File: src/rtl/moesif_snoopy_responder_pkg.sv
// moesif_snoopy_responder_pkg: line states, bus commands and snoop decode helpers
package moesif_snoopy_responder_pkg;
  typedef enum logic [2:0] {MODIFIED, OWNED, EXCLUSIVE, SHARED, INVALID, FORWARD} CacheLineState;
  typedef enum logic [1:0] {BUS_READ, BUS_READ_EXCLUSIVE, BUS_INVALIDATE} BusCommand;
  typedef enum logic [2:0] {IDLE, ARBITRATE, LOOKUP, SUPPLY, UPDATE, DONE} snoop_state_t;
  function automatic logic suppliesData(CacheLineState s);
    return s inside {MODIFIED, OWNED, EXCLUSIVE, FORWARD};
  endfunction
  function automatic CacheLineState snoopNextState(BusCommand c, CacheLineState s);
    if (c != BUS_READ || s == INVALID) return INVALID;
    if (s == MODIFIED || s == OWNED) return OWNED;
    return SHARED;
  endfunction
endpackage

File: src/rtl/moesif_snoop_state_update.sv
// moesif_snoop_state_update: combinational hit qualification, supply and next-state decode
module moesif_snoop_state_update
  import moesif_snoopy_responder_pkg::*;
(
  input  BusCommand     command,
  input  CacheLineState state_in,
  input  logic          hit_in,
  output logic          hit,
  output logic          supply,
  output CacheLineState next_state
);
  always_comb begin
    hit = hit_in && state_in != INVALID;
    supply = hit && command != BUS_INVALIDATE && suppliesData(state_in);
    next_state = snoopNextState(command, state_in);
  end
endmodule

File: src/rtl/moesif_snoopy_responder.sv
// moesif_snoopy_responder: snoop FSM that arbitrates for the cache port, supplies lines and
// downgrades or invalidates the local copy.
module moesif_snoopy_responder
  import moesif_snoopy_responder_pkg::*;
#(
  parameter int ADDRESS_WIDTH     = 32,
  parameter int DATA_WIDTH        = 32,
  parameter int TAG_WIDTH         = 16,
  parameter int INDEX_WIDTH       = 8,
  parameter int OFFSET_WIDTH      = 8,
  parameter int SET_ASSOCIATIVITY = 4
) (
  input  logic                     clock,
  input  logic                     reset,
  input  logic                     busCommandValid,
  input  BusCommand                busCommand,
  input  logic [ADDRESS_WIDTH-1:0] busAddress,
  output logic                     busRequestDone,
  output logic                     sharedOut,
  output logic                     ownedOut,
  output logic [DATA_WIDTH-1:0]    dataOut,
  output logic                     dataValid,
  input  logic                     dataAck,
  output logic                     snoopyRequest,
  input  logic                     snoopyGrant,
  output logic [TAG_WIDTH-1:0]     tagOut,
  output logic [INDEX_WIDTH-1:0]   indexOut,
  output logic [OFFSET_WIDTH-1:0]  offsetOut,
  input  logic                     cacheHit,
  input  CacheLineState            cacheStateIn,
  input  logic [DATA_WIDTH-1:0]    cacheDataIn,
  output CacheLineState            cacheStateOut,
  output logic                     cacheStateWrite
);
  localparam int LW = TAG_WIDTH + INDEX_WIDTH;
  snoop_state_t state_q, state_d;
  BusCommand cmd_q, cmd_d;
  CacheLineState new_state_q, new_state_d, next_state;
  logic [LW-1:0] addr_q, addr_d;
  logic [OFFSET_WIDTH-1:0] count_q, count_d;
  logic shared_q, shared_d, owned_q, owned_d, hit, supply;
  logic unused_addr;
  assign unused_addr = ^busAddress;
  moesif_snoop_state_update u_update (
    .command(cmd_q), .state_in(cacheStateIn), .hit_in(cacheHit),
    .hit(hit), .supply(supply), .next_state(next_state)
  );
  always_comb begin
    state_d = state_q;
    cmd_d = cmd_q;
    addr_d = addr_q;
    count_d = count_q;
    shared_d = shared_q;
    owned_d = owned_q;
    new_state_d = new_state_q;
    case (state_q)
      IDLE: if (busCommandValid) begin
        state_d = ARBITRATE;
        cmd_d = busCommand;
        addr_d = busAddress[OFFSET_WIDTH +: LW];
      end
      ARBITRATE: if (snoopyGrant) state_d = LOOKUP;
      LOOKUP: if (snoopyGrant) begin
        shared_d = hit;
        owned_d = supply;
        count_d = '0;
        new_state_d = next_state;
        if (!hit) state_d = DONE;
        else if (supply) state_d = SUPPLY;
        else state_d = UPDATE;
      end
      SUPPLY: if (snoopyGrant && dataAck) begin
        count_d = count_q + OFFSET_WIDTH'(1);
        if (&count_q) state_d = UPDATE;
      end
      UPDATE: if (snoopyGrant) state_d = DONE;
      DONE: begin
        state_d = IDLE;
        shared_d = 1'b0;
        owned_d = 1'b0;
      end
      default: state_d = IDLE;
    endcase
  end
  // a dropped grant freezes progress and suppresses the state write
  always_comb begin
    busRequestDone = state_q == DONE;
    sharedOut = shared_q;
    ownedOut = owned_q;
    dataValid = state_q == SUPPLY;
    dataOut = dataValid ? cacheDataIn : '0;
    snoopyRequest = state_q != IDLE;
    tagOut = addr_q[INDEX_WIDTH +: TAG_WIDTH];
    indexOut = addr_q[INDEX_WIDTH-1:0];
    offsetOut = count_q;
    cacheStateWrite = state_q == UPDATE && snoopyGrant;
    cacheStateOut = INVALID;
    if (state_q == UPDATE) cacheStateOut = new_state_q;
  end
  always_ff @(posedge clock) begin
    if (reset) begin
      state_q <= IDLE;
      cmd_q <= BUS_READ;
      addr_q <= '0;
      count_q <= '0;
      shared_q <= 1'b0;
      owned_q <= 1'b0;
      new_state_q <= INVALID;
    end else begin
      state_q <= state_d;
      cmd_q <= cmd_d;
      addr_q <= addr_d;
      count_q <= count_d;
      shared_q <= shared_d;
      owned_q <= owned_d;
      new_state_q <= new_state_d;
    end
  end
endmodule
File: config.mk
export PLATFORM = sky130hd
export DESIGN_NAME = moesif_snoopy_responder
export DESIGN_NICKNAME = d
export VERILOG_FILES = /design/src/rtl/moesif_snoopy_responder_pkg.sv /design/src/rtl/moesif_snoop_state_update.sv /design/src/rtl/moesif_snoopy_responder.sv
export SDC_FILE = /design/constraint.sdc
export NUM_CORES = 1
export LEC_CHECK = 0
export ABC_AREA = 1
export CAP_MARGIN = 25
export CORE_MARGIN = 8
export CORE_UTILIZATION = 38
export CTS_CLUSTER_SIZE = 25
export DETAILED_ROUTE_END_ITERATION = 12
export PLACE_DENSITY = 0.91
export SLEW_MARGIN = 20
export SYNTH_ARGS = -nofsm -noshare
export SYNTH_HDL_FRONTEND = slang
export SYNTH_HIERARCHICAL = 1
export SYNTH_SLANG_ARGS = --single-unit
export TNS_END_PERCENT = 50
File: constraint.sdc
create_clock -name clock -period 2.3 [get_ports clock]
set_input_delay 0.46 -clock clock [delete_from_list [all_inputs] [get_ports clock]]
set_output_delay 0.46 -clock clock [all_outputs]
set_load 0.01 [all_outputs]
==> results.json <==
{
  "path_cells": "nand2_1 > nor2_4 > inv_1 > buf_6 > nor2_1 > clkdlybuf4s50_1",
  "rows": 27,
  "slew_headroom_pct": 81.2,
  "setup_violations": 0,
  "grt_use_met2_pct": 27.6,
  "ir_worst_vdd_uv": 651,
  "maxSlewViolCount": 0,
  "critPathMaxFanout": 32,
  "globalRouteTotalUtil_pct": 16.1,
  "area_growth_pct": 76.4,
  "hpwl_um": 5600,
  "gr-max-usage-layer": "met2",
  "insertion_delay_ps": 290,
  "cts_sinks": 42,
  "cts_root_buffer": "clkbuf_8",
  "num_antenna_cells": 0,
  "totalWireLength_um": 6960,
  "postRouteAntennaNets": 0,
  "post-route-util_pct": 68.4,
  "cts_tree": "built",
  "fin_cells": 537,
  "die_w_um": 90.5,
  "final.period_utilization_pct": 97.6,
  "p_seq_share_pct": 34.6,
  "wl_per_cell_um": 13.0,
  "crit_arrival_ps": 1780,
  "drt_iter0_drc": 90,
  "place.gp.congestion": 0.853,
  "first_pass_iters": 4,
  "antenna_found_initial": 0,
  "worst-setup-path-type": "flop to output port",
  "synthesis.area_mm2": 0.00211,
  "met3_usage_pct": 9.89,
  "clock_power_share_pct": 16.6,
  "rrSetupSlack_ps": 740,
  "cpPeakStageDelay_ps": 540,
  "post-cts-setup-buffer-count": 0,
  "synth.distinct_cells": 25,
  "clk_pin_slew_ps": 80,
  "tightestPinTransition_ps": 282,
  "layout.nets": 540,
  "startpoint_type": "flop",
  "grt_setup_unrepaired": "yes",
  "met1_usage_pct": 16.4,
  "numPortBuffers": 139,
  "status": "finished, final reports clean",
  "yosys_warnings": 6,
  "die_area_mm2": 0.00819,
  "syn_inst": 326,
  "ctsHoldBuffers": 0,
  "grt_pass1_vias": 2299,
  "drcViolationCount": 0,
  "syn_nets": 402,
  "synth.ff_latch_count": 42,
  "hold_path.class": "flop to flop",
  "pre_cts_slack_ps": 187,
  "post_dp_cell_area_mm2": 0.00358,
  "grt_pass1_wl_um": 11000,
  "vias_per_cell": 4.49,
  "cp_data_required_time_ps": 1840,
  "fp.dieH_um": 90.5,
  "swShare_pct": 37.9,
  "place_inst": 529,
  "grt-ovfl-total": 0,
  "cts_resized": 14,
  "core_area_mm2": 0.00544,
  "design_area_mm2": 0.00372,
  "switchingPower_uw": 1130,
  "combPwrFrac_pct": 48.8,
  "hold_violations": 0,
  "finClkSkew_ps": 4.03,
  "n_fill_cell": 445,
  "finalCriticalPeriod_ps": 2240,
  "end_kind": "output port",
  "vias": 2410,
  "powerDensity_mw_per_mm2": 805,
  "p_int_uw": 1860,
  "power_uw": 3000,
  "max-cap-violations": 0,
  "layout-drive-gt1-share_pct": 6.24,
  "synth.avg_cell_area_um2": 6.47,
  "num_io_pins": 148,
  "worst_slack_ps": 55.9,
  "yosysSeqAreaShare_pct": 39.9,
  "p_leak_uw": 0.00199,
  "cp_slowest_cell": "clkdlybuf4s50_1",
  "start_util_pct": 38.8,
  "cts_buffer_depth": 2,
  "cts_made_buffers": 5,
  "cts.htree.levels": 2,
  "grt_max_degree": 53,
  "fmax_ghz": 0.446
}
-- power groups by stage --
stage          clock (µW)  sequential (µW)  combinational (µW)
3_5_place_dp            0             1040                1490
4_1_cts               517             1030                1490
6_report              498             1040                1460
3_3_place_gp            0             1030                1460
2_1_floorplan           0             1090                 709
5_1_grt               545             1060                1620
-- area by class of cell --
cell class | count | area [µm²] | share of cell area, %
repair buffers | 144 | 1480 | 39.7
clock inverters | 2 | 12.5 | 0.336
flip-flops and latches | 42 | 845 | 22.7
inverters | 80 | 300 | 8.07
multi-input cells | 191 | 912 | 24.5
well taps | 72 | 90.1 | 2.42
clock buffers | 6 | 82.6 | 2.22
-- flip-flops by register name, summed over array words and instances (netlist names) --
name / flops
cmd_q: 2
new_state_q: 3
state_q: 3
offsetOut: 8
sharedOut: 1
ownedOut: 1
addr_q: 24
-- path summary, 6_finish.rpt --
| check | from | endpoint | cells past startpoint |
|---|---|---|---|
| setup reg to reg | offsetOut[0] | state_q[0] | 8 |
| hold reg to reg | addr_q[18] | addr_q[18] | 2 |
| setup / recovery | state_q[1] | dataOut[12] | 6 |
| hold / removal | addr_q[18] | addr_q[18] | 2 |
-- critical path, delay by kind of cell, from the launching register on --
| family | cells | cell delay, ps |
|---|---|---|
| flops | 1 | 380 |
| buf+inv | 3 | 790 |
| simple gates | 3 | 330 |
-- kinds of logic (layout without fill, tap and decap cells) --
group                    count (synthesis)  after routing  synth area share, %
AND/OR/NAND/NOR                        116            116                 24.6
buffers and inverters                   93            232                 17.0
XOR/XNOR                                 1              1                0.416
adder cells (fa/ha/maj)                  1              1                0.593
flip-flops                              42             42                 39.9
AO/OA/AOI/OAI                           73             73                 17.6
-- metal layers --
| layer | share of wire, % | wire (µm) |
|---|---|---|
| met5 | 0 | 0 |
| met4 | 0.67 | 47 |
| met3 | 12 | 841 |
| met2 | 47 | 3260 |
| met1 | 40 | 2820 |
-- cell usage after synthesis --
library cell,number,share of area (%)
nand2_2,2,0.59
nor2_2,3,0.89
inv_1,78,14
nand3_2,2,0.95
nand4_1,1,0.30
ha_1,1,0.59
nor2_1,54,9.6
clkbuf_1,8,1.4
nand2_4,2,1.1
nand2_1,33,5.9
xor2_1,1,0.42
nand3_1,14,3.3
a21boi_1,1,0.36
o21ai_1,4,0.95
nor3_1,1,0.24
a21oi_1,36,8.5
o21ai_0,31,7.4
nand3b_1,1,0.36
inv_2,2,0.36
o31ai_1,1,0.36
nor2_4,2,1.1
buf_2,4,0.95
dfxtp_1,42,40
buf_4,1,0.36
or2_2,1,0.30
-- placed cells by master, fill, tap and decap left out, types with 12 or more instances in the layout --
cell	netlist	routed
clkdlybuf4s50_1	0	108
inv_1	78	78
nor2_1	54	54
dfxtp_1	42	41
a21oi_1	36	36
nand2_1	33	32
o21ai_0	31	31
dlymetal6s2s_1	0	19
nand3_1	14	14
dlygate4sd2_1	0	12
-- through the flow --
| stage | setup TNS [ps] | hold slack [ps] |
|---|---|---|
| floorplan | 0 | 430 |
| global placement | 0 | 429 |
| detailed placement | 0 | 435 |
| CTS | 0 | 446 |
| global route | -42.5 | 458 |
| finish | 0 | 443 |
No activity file was read; power rests on OpenSTA's default activity.
